## config.mk

```make
export PLATFORM = sky130hd
export DESIGN_NAME = sdram_sample_player
export DESIGN_NICKNAME = d
export VERILOG_FILES = /design/src/rtl/sdram_sample_player_pkg.sv /design/src/rtl/sample_fifo.sv /design/src/rtl/sdram_sample_player.sv
export SDC_FILE = /design/constraint.sdc
export NUM_CORES = 1
export LEC_CHECK = 0
export ABC_AREA = 0
export BUFFER_PORTS_ARGS = -buffer_cell sky130_fd_sc_hd__buf_2
export CAP_MARGIN = 20
export CORE_ASPECT_RATIO = 0.5
export CORE_MARGIN = 2
export CORE_UTILIZATION = 27
export CTS_BUF_LIST = sky130_fd_sc_hd__clkbuf_16
export DETAILED_ROUTE_END_ITERATION = 10
export GPL_TIMING_DRIVEN = 0
export PLACE_DENSITY = 0.48
export SYNTH_ARGS = -nofsm -noshare
export SYNTH_HDL_FRONTEND = slang
export SYNTH_SLANG_ARGS = --single-unit
```

## constraint.sdc

```tcl
create_clock -name clk -period 5.5 [get_ports clk]
set_clock_uncertainty 0.15 [all_clocks]
set_input_delay 1.65 -clock clk [delete_from_list [all_inputs] [get_ports clk]]
set_output_delay 1.65 -clock clk [all_outputs]
set_load 0.005 [all_outputs]
```

## src/rtl/sdram_sample_player_pkg.sv

```systemverilog
// Shared encodings for the SDRAM sample playback path: FSM states, speed codes
// and the fetch address step associated with each speed.
package sdram_sample_player_pkg;

    typedef enum logic [1:0] {
        ST_IDLE  = 2'd0,
        ST_RUN   = 2'd1,
        ST_FLUSH = 2'd2,
        ST_DONE  = 2'd3
    } state_t;

    localparam logic [1:0] SPD_1X   = 2'd0;
    localparam logic [1:0] SPD_2X   = 2'd1;
    localparam logic [1:0] SPD_4X   = 2'd2;
    localparam logic [1:0] SPD_HALF = 2'd3;

    // Half speed reads every sample and repeats it at the DAC side instead.
    function automatic logic [2:0] speed_step(input logic [1:0] spd);
        case (spd)
            SPD_2X:  return 3'd2;
            SPD_4X:  return 3'd4;
            default: return 3'd1;
        endcase
    endfunction

endpackage

```

## src/rtl/sample_fifo.sv

```systemverilog
// Small synchronous first-word-fall-through FIFO with flush, shared by the
// playback and record paths.
module sample_fifo #(
    parameter int DATA_W     = 16,
    parameter int FIFO_DEPTH = 8
) (
    input  logic                        clk,
    input  logic                        reset_n,
    input  logic                        flush,
    input  logic                        push,
    input  logic [DATA_W-1:0]           push_data,
    input  logic                        pop,
    output logic [DATA_W-1:0]           pop_data,
    output logic [$clog2(FIFO_DEPTH):0] count,
    output logic                        empty
);
    localparam int AW = $clog2(FIFO_DEPTH);
    localparam logic [AW:0] DEPTH_C = (AW+1)'(FIFO_DEPTH);

    logic [DATA_W-1:0] mem [FIFO_DEPTH];
    logic [AW-1:0]     wr_ptr_q, wr_ptr_d, rd_ptr_q, rd_ptr_d;
    logic [AW:0]       count_q, count_d;
    logic              do_push, do_pop;

    always_comb begin
        do_pop   = pop && !flush && (count_q != '0);
        // A full FIFO can still take a push in the same cycle it is popped.
        do_push  = push && !flush && ((count_q != DEPTH_C) || do_pop);
        wr_ptr_d = wr_ptr_q;
        rd_ptr_d = rd_ptr_q;
        count_d  = count_q;
        if (flush) begin
            wr_ptr_d = '0;
            rd_ptr_d = '0;
            count_d  = '0;
        end else begin
            if (do_push) wr_ptr_d = wr_ptr_q + 1'b1;
            if (do_pop)  rd_ptr_d = rd_ptr_q + 1'b1;
            case ({do_push, do_pop})
                2'b10:   count_d = count_q + 1'b1;
                2'b01:   count_d = count_q - 1'b1;
                default: count_d = count_q;
            endcase
        end
    end

    always_ff @(posedge clk or negedge reset_n) begin
        if (!reset_n) begin
            wr_ptr_q <= '0;
            rd_ptr_q <= '0;
            count_q  <= '0;
        end else begin
            wr_ptr_q <= wr_ptr_d;
            rd_ptr_q <= rd_ptr_d;
            count_q  <= count_d;
        end
    end

    always_ff @(posedge clk) begin
        if (do_push) mem[wr_ptr_q] <= push_data;
    end

    assign pop_data = mem[rd_ptr_q];
    assign count    = count_q;
    assign empty    = (count_q == '0);

    overflow_a: assert property (@(posedge clk) disable iff (!reset_n)
        !(push && !pop && !flush && (count_q == DEPTH_C)))
        else $error("sample_fifo overflow");

endmodule

```

## src/rtl/sdram_sample_player.sv

```systemverilog
// Streams a sample range from SDRAM into the DAC path with credit-limited
// prefetch, speed selection, pause and abort.
module sdram_sample_player
    import sdram_sample_player_pkg::*;
#(
    parameter int ADDR_W     = 22,
    parameter int DATA_W     = 16,
    parameter int FIFO_DEPTH = 8
) (
    input  logic              clk,
    input  logic              reset_n,
    input  logic              play,
    input  logic              pause,
    input  logic [1:0]        speed,
    input  logic [ADDR_W-1:0] start_addr,
    input  logic [ADDR_W-1:0] end_addr,
    output logic [ADDR_W-1:0] ram_addr,
    output logic              ram_read,
    input  logic              ram_waitrq,
    input  logic [DATA_W-1:0] ram_rdata,
    input  logic              ram_valid,
    input  logic              audio_out_allowed,
    output logic              write_audio_out,
    output logic [31:0]       audio_out,
    output logic              busy,
    output logic              done
);
    localparam int CW = $clog2(FIFO_DEPTH) + 1;
    localparam logic [CW:0] DEPTH_C = (CW+1)'(FIFO_DEPTH);

    state_t            state_q, state_d;
    logic              play_q;
    logic [ADDR_W-1:0] addr_q, addr_d, end_q, end_d;
    logic              fetch_end_q, fetch_end_d;
    logic [CW-1:0]     inflight_q, inflight_d;
    logic              ram_read_q, ram_read_d;
    logic              write_q, write_d;
    logic [31:0]       audio_q, audio_d;
    logic              rep_q, rep_d;

    logic              fifo_push, fifo_pop, fifo_flush, fifo_empty;
    logic [DATA_W-1:0] fifo_data, head;
    logic [CW-1:0]     fifo_count, count_next;
    logic              play_rise, accept, ret, avail, do_write, do_pop, credit_ok;
    logic [2:0]        step;
    logic [ADDR_W:0]   next_sum;

    sample_fifo #(
        .DATA_W     (DATA_W),
        .FIFO_DEPTH (FIFO_DEPTH)
    ) u_fifo (
        .clk       (clk),
        .reset_n   (reset_n),
        .flush     (fifo_flush),
        .push      (fifo_push),
        .push_data (ram_rdata),
        .pop       (fifo_pop),
        .pop_data  (fifo_data),
        .count     (fifo_count),
        .empty     (fifo_empty)
    );

    always_comb begin
        play_rise = play && !play_q;
        accept    = ram_read_q && !ram_waitrq;
        ret       = ram_valid && (inflight_q != '0);
        step      = speed_step(speed);
        next_sum  = {1'b0, addr_q} + {{(ADDR_W-2){1'b0}}, step};

        // Returning data bypasses an empty FIFO so the DAC sees it a cycle earlier.
        avail      = !fifo_empty || (ram_valid && state_q == ST_RUN);
        head       = fifo_empty ? ram_rdata : fifo_data;
        do_write   = (state_q == ST_RUN) && play && !pause && audio_out_allowed && avail;
        do_pop     = do_write && ((speed != SPD_HALF) || rep_q);
        fifo_push  = (state_q == ST_RUN) && ram_valid && !(do_pop && fifo_empty);
        fifo_pop   = do_pop && !fifo_empty;
        fifo_flush = (state_q != ST_RUN);

        inflight_d = inflight_q;
        if (accept && !ret)      inflight_d = inflight_q + 1'b1;
        else if (!accept && ret) inflight_d = inflight_q - 1'b1;

        count_next = fifo_count;
        if (fifo_push && !fifo_pop)      count_next = fifo_count + 1'b1;
        else if (!fifo_push && fifo_pop) count_next = fifo_count - 1'b1;
        credit_ok = ({1'b0, count_next} + {1'b0, inflight_d}) < DEPTH_C;

        state_d     = state_q;
        addr_d      = addr_q;
        end_d       = end_q;
        fetch_end_d = fetch_end_q;
        ram_read_d  = 1'b0;
        write_d     = do_write;
        audio_d     = do_write ? {{(32-DATA_W){head[DATA_W-1]}}, head} : audio_q;
        rep_d       = rep_q;
        if (state_q != ST_RUN) rep_d = 1'b0;
        else if (do_write)     rep_d = (speed == SPD_HALF) && !rep_q;

        case (state_q)
            ST_IDLE: begin
                if (play_rise) begin
                    addr_d      = start_addr;
                    end_d       = end_addr;
                    fetch_end_d = 1'b0;
                    state_d     = (start_addr > end_addr) ? ST_DONE : ST_RUN;
                end
            end
            ST_RUN: begin
                if (!play) begin
                    state_d = ST_FLUSH;
                end else begin
                    if (accept) begin
                        addr_d = next_sum[ADDR_W-1:0];
                        if (next_sum > {1'b0, end_q}) fetch_end_d = 1'b1;
                    end
                    // A stalled request is held regardless of pause or credit.
                    if (ram_read_q && ram_waitrq) ram_read_d = 1'b1;
                    else ram_read_d = !fetch_end_d && !pause && credit_ok;
                    if (fetch_end_q && inflight_q == '0 && fifo_empty && !rep_q)
                        state_d = ST_DONE;
                end
            end
            ST_FLUSH: begin
                if (inflight_q == '0) state_d = ST_IDLE;
            end
            ST_DONE: begin
                if (!play) state_d = ST_IDLE;
            end
            default: state_d = ST_IDLE;
        endcase
    end

    always_ff @(posedge clk or negedge reset_n) begin
        if (!reset_n) begin
            state_q     <= ST_IDLE;
            play_q      <= 1'b0;
            addr_q      <= '0;
            fetch_end_q <= 1'b0;
            inflight_q  <= '0;
            ram_read_q  <= 1'b0;
            write_q     <= 1'b0;
            audio_q     <= '0;
            rep_q       <= 1'b0;
        end else begin
            state_q     <= state_d;
            play_q      <= play;
            addr_q      <= addr_d;
            fetch_end_q <= fetch_end_d;
            inflight_q  <= inflight_d;
            ram_read_q  <= ram_read_d;
            write_q     <= write_d;
            audio_q     <= audio_d;
            rep_q       <= rep_d;
        end
    end

    always_ff @(posedge clk) begin
        end_q <= end_d;
    end

    assign ram_addr        = addr_q;
    assign ram_read        = ram_read_q;
    assign write_audio_out = write_q;
    assign audio_out       = audio_q;
    assign busy            = (state_q == ST_RUN) || (state_q == ST_FLUSH);
    assign done            = (state_q == ST_DONE);

endmodule
```

**Word level (Yosys, flattened, before mapping)**

Memories as Yosys holds them, arrays and structs flattened.
Index checks and enable logic that the tools add are counted.

- Register bits after elaboration: 81
- Bits in writable memories: 128
- Bits of input ports: 69
- Output and inout bits: 58
- Word-level logic and storage cells: 136
- Memories kept: 1

- $add $sub $neg: 8
- Order comparisons: 3
- Equality and inequality tests: 17
- Mux-type cells: 37
- Reduce and logical (&&, ||, !) cells: 57

Memories:

| name | words | width | rd ports | clocked after Yosys merged registers in | write ports | RTL line | source |
|---|---|---|---|---|---|---|---|
| u_fifo.mem | 8 | 16 | 1 | 0 | 1 | sample_fifo.sv:20 | `logic [DATA_W-1:0] mem [FIFO_DEPTH];` |

Operators with widths:

| kind | number |
|---|---|
| $mux 22 | 3 |
| $pmux 22 s2 | 1 |
| $logic_and 1x1->1 | 27 |
| $add 22x3->23 | 1 |
| $gt 23x22->1 | 1 |
| $gt 22x22->1 | 1 |
| $mux 4 | 5 |
| $mux 16 | 1 |
| $mux 1 | 13 |
| $logic_not 1->1 | 12 |
| $mux 2 | 6 |
| $mux 3 | 4 |
| $ne 2x2->1 const B | 6 |
| $eq 2x2->1 const B | 5 |
| $add 4x1->4 const B | 2 |
| $logic_not 4->1 | 2 |
| $pmux 2 s4 | 1 |
| $pmux 4 s2 | 1 |
| $reduce_and 4->1 | 2 |
| $reduce_bool 2->1 | 4 |
| $reduce_bool 4->1 | 2 |
| $sub 4x1->4 const B | 2 |
| $add 3x1->3 const B | 2 |
| $eq 2x1->1 const B | 3 |
| 12 further kinds | 15 |

**Depth between registers and ports, before layout**

Gate-level depths: netlist of the first run.

- Depth in word-level cells: 19
- Depth in mapped cells: 17
- Mapped depth without buffers: 17

**Modules after synthesis**

From an unflattened synthesis of the first run, not the netlist that was laid out.

- Cells, all modules: 834
- Area total of the unflattened synthesis: 10781.6 µm²

By module, submodules not included:

| module | instances | cells each | area each (µm²) | sequential area each (µm²) |
|---|---|---|---|---|
| sample_fifo | 1 | 280 | 5585.4 | 4093.9 |
| sdram_sample_player | 1 | 554 | 5196.2 | 1886.8 |

**Worst setup path after synthesis of the first run**

No wires, ideal clock.

- Kind: input port to flip-flop
- Start point: input speed[0]
- End point: register ram_read_q, in the netlist ram_read
- Setup time: 0.123 ns
- Arrival time: 4.672 ns
- Required time: 5.227 ns
- Slack: 0.555 ns
- Stages on the path: 17
- Path buffers: 0
- Cell sequence: inv_1 -> ha_1 -> ha_1 -> inv_1 -> fa_1 -> nor2b_1 -> o211a_2 -> nand2_1 -> nor2_1 -> xor2_1 -> ha_1 -> nand4_1 -> nor4_1 -> o221ai_1 -> o211ai_1 -> a32oi_1 -> o221a_1

- Cells in the longest elaborated chain, start to end: 16
- Elaborated cells between the ends (all ways): 30
- Those cells by class: add/sub (2); order compare (2); eq/ne (3); mux (10); reduce/logical (13)

Ends and longest elaborated chain:

| element | RTL line | source |
|---|---|---|
| from (decl) | sdram_sample_player.sv:14 | `input logic [1:0] speed,` |
| branches (longest 12 deep; another with $add 22x3->23) | - |  |
| $logic_and 1x1->1 (*) | sdram_sample_player.sv:118 | `else ram_read_d = !fetch_end_d && !pause && credit_ok;` |
| $mux 1 (*) | sdram_sample_player.sv:117 | `if (ram_read_q && ram_waitrq) ram_read_d = 1'b1;` |
| $mux 1 (*) | sdram_sample_player.sv:109 | `if (!play) begin` |
| $mux 1 (*) | sdram_sample_player.sv:99 | `case (state_q)` |
| named net ram_read_d | sdram_sample_player.sv:36 | `logic ram_read_q, ram_read_d;` |
| to (signal assigned) | sdram_sample_player.sv:150 | `ram_read_q <= ram_read_d;` |
| to (decl) | sdram_sample_player.sv:36 |  |

Mark *: on every way through the listed nets, which the timed path passes. The select of a mux whose other input is x is not followed.
A chain may end at the register's enable or synchronous reset.

**Worst setup path after layout of the first run**

Ends and elaborated chain as after synthesis.

==> summary.md, run 1 <==
| Metric | Value |
|---|---|
| Area of the mapped netlist | 10,600 um2 |
| Area Growth Syn to Fin | 20.3% |
| Clock sink total | roughly 210 |
| Worst VDD drop | 227 uV |
| Max-Cap Viols | 0 |
| Hold path start | audio_out[11]$_DFFE_PN0P_ |
| HP Class | register to register |
| Drt via density | about 4.6 |
| PwrDens | 423 nW/um2 |
| Crit. End Element | register |
| Final WL | 28.3 mm |
| GRT Util Overall | 0.137 |
| Slack of the worst reg-to-reg path | 1360 ps |
| Setup Crit Path Kind | primary input to register |
| Final setup vio count | 0 |
| Clock transition at the registers of the reported paths | 60 ps |
| Reg power frac | 0.395 |
| Synthesized instance count | 828 |
| Fillers | 3,882 |
| Number of remaining DRC errors | 0 |
| Post-synth top area share | 0.426 |
| Final Util | 0.328 |
| Vias in the first global route | 7,198 |
| Routing usage on met2 | 0.248 |
| R2R depth | 15 |
| RR Endpoint | ram_read$_DFF_PN0_ |
| Worst path required time | 5760 ps |
| Starting Density | 0.273 |
| Total internal power | ~3500 uW |
| Die area | 40,800 um2 |
| Crit path DAT | 5560 ps |
| Outcome | finished clean |
| Share of layout cells above drive strength 1 | 0.253 |
| Sequential area share after synthesis | 0.566 |
| Ys Warns | 0 |
| GR Util met1 | 0.171 |
| NumNets Final | 1,122 |
| Detailed Place HPWL | 20.4 mm |
| Worst R2R Start | ram_addr[0]$_DFFE_PN0P_ |
| H-tree depth | 1 |
| Combinational power share | 0.352 |
| Leak | 0.00516 uW |
| Area of the multi-input gates | 4110 um2 |
| Yosys top cell by area | edfxtp_1 |
| Slew HR | 0.404 |
| Switching share of power | 0.358 |
| Most frequent CP cell | ha_1 |
| Startpoint Class | primary input |
| First-pass detailed-route iteration total | 5 |
| Max Clk Rate | 188 MHz |
| Hold path depth | 2 |
| Grt total ovfl | 0 |
| Max Slew Vio Count | 0 |
| Fin. Hold Viols | 0 |
| Number of flops mapped to enable cells by yosys | 150 |
| GP Congestion | just under 0.8 |
| CTS tree | built |
| Register Area | about 6000 um2 |
| Clock latency on the worst-skew pair | roughly 540 ps |
| Minimum clock period | 5310 ps |
| Period utilization | 0.965 |
| Async S/R FF share, synth | 0.282 |
| Max stage delay cell, worst path | nor4_2 |
| Sw power | 1930 uW |
| RSZ-0062 raised after global routing | false |
| Top post-synthesis cells by area | edfxtp_1 43%, dfrtp_1 14%, ha_1 7.5% |
| Cell variety after synth | 69 |
| Die height | 144 um |
| Met3 Use GR | 0.0248 |
| Clk pwr share | 0.253 |
| Max Buffers Root-to-Sink | 3 |
| IO Pins | 127 |
| Syn avg cell area | roughly 13 um2 |
| Slew at the pin closest to its max-slew limit | between 800 and 900 ps |
| Via count of the routed design | between 7,000 and 8,000 |
| Num CTS Buffers | 22 |
| Worst path cell trace | buf_2 -> inv_1 -> ha_1 -> ha_1 -> inv_1 -> fa_1 -> nor2b_2 -> o211a_2 -> nand2_1 -> nor2_1 -> xor2_1 -> ha_1 -> nand4_1 -> nor4_2 -> o221ai_1 -> o211ai_1 -> a32oi_2 -> o221a_1 |
| Max Fanout on Critical Path | 5 |
| CTS Root Cell | clkbuf_16 |
| GRT Max-Usage Layer | met2 |
| Antenna viol nets, final | 0 |
| Drt initial violations | 416 |
| Initial antenna violation count | 2 |
| Total core area | 38,700 um2 |
| Hold Crit Endpoint | audio_out[11]$_DFFE_PN0P_ |
| Die width | approximately 280 um |
| Postcts setup bufs | 0 |
| Rows | 51 |
| Syn_nets | around 960 |
| Hold WS | 331 ps |
| CP max stage delay | ~450 ps |
| # hold bufs at CTS | 0 |
| Pin count of the biggest net entering global routing | 60 |
| Post-DR wirelength/cell | 18.4 um |
| Buffers on Ports | about 130 |
| Synth Register Bits | around 210 |
| First-pass GRT wire length | 42.9 mm |
| Top_reg_cell synth | edfxtp_1 |
[how the worst max path moves through the flow]
stage                                 endpoint      from
floorplan                   ram_read$_DFF_PN0_  speed[0]
global placement    u_fifo.mem[0][0]$_DFFE_PP_  speed[0]
detailed placement          ram_read$_DFF_PN0_  speed[0]
CTS                         ram_read$_DFF_PN0_  speed[0]
global route                ram_read$_DFF_PN0_  speed[0]
finish                      ram_read$_DFF_PN0_  speed[0]
[power groups by stage]
stage          Combinational [uW]  Sequential (uW)  Clock, uW
2_1_floorplan                1210             2120          0
3_3_place_gp                 1860             2150          0
3_5_place_dp                 1920             2150          0
4_1_cts                      1930             2120       1400
5_1_grt                      2130             2160       1450
6_report                     1900             2120       1360
[routing by layer]
| layer | wire [um] | up-vias |
|---|---|---|
| met5 | 13 | - |
| met4 | 537 | 2 |
| met3 | 908 | 34 |
| met2 | 14400 | 105 |
| met1 | 12500 | 3558 |
| li1 | - | 3390 |
[flip-flops by register name (all words and copies together), names as in the netlist]
name and flops:
u_fifo.mem 128, end_q 22, ram_addr 22, audio_out 16
inflight_q 4, u_fifo.count 4, u_fifo.rd_ptr_q 3, u_fifo.wr_ptr_q 3
state_q 2, fetch_end_q 1, play_q 1, ram_read 1
rep_q 1, write_audio_out 1
[synthesized netlist by cell type (10+ instances only)]
library cell / instances
buf_2: 15
mux4_2: 32
nand3_1: 19
ha_1: 63
clkbuf_1: 20
inv_1: 62
o22ai_1: 12
dfrtp_1: 59
nand2_1: 65
mux2i_1: 33
xor2_1: 12
nor2_1: 41
nand4_1: 10
xnor2_1: 17
nor3_1: 11
o21ai_0: 10
buf_4: 16
a21oi_1: 53
o21ai_1: 30
edfxtp_1: 150
[cell type report]
cell class | instances | share of cell area
Clock inverter | 18 | 0.00747
Multi-Input combinational cell | 503 | 0.323
Clock buffer | 22 | 0.0433
Inverter | 63 | 0.0186
Antenna cell | 1 | 0.000197
Timing Repair Buffer | 137 | 0.0625
Buffer | 53 | 0.0224
Sequential cell | 209 | 0.470
Tap cell | 530 | 0.0521
[layout by cell type (no fill, tap or decap), types with 3 or more instances in the layout]
cell / instances
nand2b_1: 6
nor2_2: 7
o211ai_1: 4
buf_2: 140
o21ai_1: 30
buf_4: 17
xor2_1: 12
mux4_2: 32
o22ai_1: 12
inv_1: 71
dfrtp_1: 59
o2111ai_1: 3
nor2b_1: 4
nand4_1: 10
mux2i_1: 33
buf_8: 6
clkbuf_16: 22
ha_1: 63
a21oi_1: 53
nand2_1: 65
nor4_1: 4
a221oi_1: 3
and3_1: 7
nand3_1: 19
and2_1: 3
clkinv_1: 7
and4_1: 3
clkbuf_1: 20
nor2_1: 34
nor3_1: 9
o21ai_0: 10
a21o_1: 8
xnor2_1: 17
a22oi_1: 3
a31oi_1: 3
edfxtp_1: 150
buf_6: 5
[through the flow]
stage	setup slack, ps	cells	cell area, um2	power (uW)	setup TNS [ps]
2_1_floorplan	555	828	10600	3330	0
3_3_place_gp	-704	1484	11900	4010	-23110
3_5_place_dp	-695	1495	12100	4070	-1210
4_1_cts	28.8	1535	12700	5450	0
5_1_grt	16.3	1536	12700	5740	0
6_report	195	1536	12700	5390	0
[worst max-delay path, delay by kind of cell]
kind	cells	cell delay, ps
buffers and inverters	3	220
adders and majority gates	4	1160
AOI/OAI and AO/OA	5	1170
xor gates and xnor gates	1	120
and+or+nand+nor	5	1220
[kinds of logic after synthesis]
| group | after synthesis | share of synthesized area |
|---|---|---|
| buffers and inverters | 116 | 0.0494 |
| multiplexers | 65 | 0.0994 |
| AO/OA/AOI/OAI | 155 | 0.0920 |
| AND/OR/NAND/NOR | 189 | 0.0915 |
| adder cells (fa/ha/maj) | 64 | 0.0765 |
| flip-flops | 209 | 0.566 |
| XOR/XNOR | 30 | 0.0256 |
[timing repair]
item / 4_1_cts / 5_1_grt
cloned: 0 / 0
resized for setup: 1 / 2
hold endpoints to repair: 0 / 0
endpoints found under the setup margin: 1 / 2
(Power assumes the default switching activity.)
==> run 2: changes to the inputs <==
Settings changed: RECOVER_POWER from default to 25, SLEW_MARGIN from default to 25.
==> run 2 against run 1 <==
  * The run now ends with max-capacitance violations, max-slew violations left
  * Global-route usage decreased by 0.19 points
  * Worst hold slack got worse by 0.62 ps
  * Via count decreased by 1.1%
  * Power increased by 2.2%
  * Register-to-register slack improved by 70 ps
  * Non-clock buffer count decreased by 5
  * Sequential share of layout area about the same
  * Critical path depth unchanged
  * Clock power increased by 8%
==> summary.md, run 2 (synthesis results as in run 1) <==
| Metric | Value |
|---|---|
| Slack of the worst reg-to-reg path | 1430 ps |
| Leak | 0.00507 uW |
| CP endpoint | ram_read$_DFF_PN0_ |
| PwrDens | between 400 and 500 nW/um2 |
| Worst path cell trace | buf_2 -> inv_1 -> ha_1 -> ha_1 -> inv_1 -> fa_1 -> nor2b_2 -> o211a_2 -> nand2_1 -> nor2_1 -> xor2_1 -> ha_1 -> nand4_1 -> nor4_4 -> o221ai_1 -> o211ai_1 -> a32oi_2 -> o221a_1 |
| Max stage delay cell, worst path | fa_1 |
| Via count of the routed design | about 7,000 |
| Antenna viol nets, final | 0 |
| NumNets Final | 1,117 |
| Pin count of the biggest net entering global routing | 37 |
| Total core area | 38,700 um2 |
| ANT cells | 0 |
| Clock transition at the registers of the reported paths | 70 ps |
| Worst VDD drop | 203 uV |
| Commonest cells after routing, fill and taps aside | 150 x edfxtp_1, 111 x buf_2, 65 x inv_1, 65 x nand2_1, 63 x ha_1 |
| First-pass GRT wire length | 42.1 mm |
| Max Clk Rate | 192 MHz |
| Max-Cap Viols | 1 |
| Outcome | finished, violations left |
| Setup TNS Final | 0 ps |
| Startpoint Class | primary input |
| Crit path DAT | 5480 ps |
| Starting Density | 0.273 |
| Num CTS Buffers | 22 |
| Fin area | 12,700 um2 |
| Minimum clock period | 5220 ps |
| Commonest non-fill, non-tap cell in the layout | edfxtp_1 |
| R2R depth | 15 |
| Number of remaining DRC errors | 0 |
| H-tree depth | 1 |
| Drt initial violations | about 460 |
| Final setup margin | 283 ps |
| CTS tree | built |
| Max Slew Vio Count | 24 |
| Stages on worst setup path | 18 |
| Buffers plus inverters on the worst setup path | 3 |
| CTS Root Cell | clkbuf_16 |
| IO Pins | about 130 |
| First-pass detailed-route iteration total | 4 |
| Pre-CTS WS | -669 ps |
| # hold bufs at CTS | 0 |
| Die width | 284 um |
| Clock sink total | 209 |
| Total power | approximately 5500 uW |
| Initial antenna violation count | 1 |
| Period utilization | 0.949 |
| GRT Util Overall | 0.135 |
| Delay-heaviest family, CP | simple AND/OR/NAND/NOR gates |
| CP max stage delay | 410 ps |
| Post-DR wirelength/cell | about 18 um |
| Vias in the first global route | 7,006 |
| Max Buffers Root-to-Sink | 3 |
| Die height | ~140 um |
| Final WL | 27.9 mm |
| Fin. Hold Viols | 0 |
| Share of layout cells above drive strength 1 | 0.226 |
| Rows | 51 |
| Max reg flops | ~130 |
| Slew HR | -0.0627 |
| Post-DP Area | 12,000 um2 |
| Grt total ovfl | 0 |
| Worst path required time | 5760 ps |
| Hold WS | roughly 330 ps |
| Worst R2R Start | ram_addr[0]$_DFFE_PN0P_ |
| GP Congestion | 0.787 |
| Failing checks | max-capacitance violations, max-slew violations |
| Max Fanout on Critical Path | 5 |
| Worst Setup SP | speed[0] |
| Detailed Place HPWL | 19.9 mm |
| Largest reg by FF count | u_fifo.mem |
| Crit. End Element | register |
| Die area | slightly above 40,000 um2 |
| Buffers on Ports | 126 |
| Clock latency on the worst-skew pair | between 500 and 600 ps |
| Area Growth Syn to Fin | 20.2% |
| Slew at the pin closest to its max-slew limit | 1590 ps |
| RR Endpoint | ram_read$_DFF_PN0_ |
| Drt via density | 4.58 |
| HP Class | register to register |
| Most frequent CP cell | ha_1 |
| Final setup vio count | 0 |
| RSZ-0062 raised after global routing | false |
| Setup Crit Path Kind | primary input to register |
| Postcts setup bufs | 0 |
## run 2: changes by cell type in the layout (fill, tap and decap cells not counted), sizes merged
cell    previous run  this run
buf              170       135
clkbuf            42        72
inv               72        66
clkinv             9        13
bufinv             0         2
diode              1         0
## run 2: final cells by class
cell class,instances,area [um2]
fill,3871,26000
sequential,209,5980
multi-input combinational,503,4160
timing repair buffer,132,678
tap,530,663
clock buffer,22,551
buffer,53,285
inverter,63,236
clock inverter,18,158
## run 2: power by group
part	total [uW]	switching (uW)	internal, uW
sequential	2130	206	1920
combinational	1910	1100	811
clock	1470	642	829
total	5500	1940	3560
## run 2: tightest hold or removal path, delay by kind of cell, from the launching register on
family,cells,cell delay [ps]
DFF,1,340
AOI/OAI and AO/OA,1,60
and+or+nand+nor,1,50
## run 2: per-layer routing
metal  vias up  part of all wire  GRT usage
li1       3381                 -          -
met1      3504              0.44      0.169
met2        93              0.51      0.243
met3        34             0.034     0.0262
met4         2             0.016     0.0312
met5         -           0.00047          0
## run 2: worst min path at each step
| stage | start | slack (ps) | depth (start not counted) | to |
|---|---|---|---|---|
| 2_1_floorplan | inflight_q[3]$_DFF_PN0_ | 320 | 1 | inflight_q[3]$_DFF_PN0_ |
| 3_3_place_gp | audio_out[9]$_DFFE_PN0P_ | 320 | 2 | audio_out[9]$_DFFE_PN0P_ |
| 3_5_place_dp | audio_out[11]$_DFFE_PN0P_ | 320 | 2 | audio_out[11]$_DFFE_PN0P_ |
| 4_1_cts | audio_out[11]$_DFFE_PN0P_ | 340 | 2 | audio_out[11]$_DFFE_PN0P_ |
| 5_1_grt | audio_out[9]$_DFFE_PN0P_ | 360 | 2 | audio_out[9]$_DFFE_PN0P_ |
| 6_report | audio_out[11]$_DFFE_PN0P_ | 330 | 2 | audio_out[11]$_DFFE_PN0P_ |
## run 2: timing repair
item,4_1_cts,5_1_grt
endpoints found under the setup margin,1,2
resized for setup,1,4
pin swaps,0,0
## run 2: through the flow
step / util / instances
6_report: 0.328 / 1530
5_1_grt: 0.328 / 1530
4_1_cts: 0.329 / 1530
3_5_place_dp: 0.310 / 1490
3_3_place_gp: 0.306 / 1484
2_1_floorplan: - / 828
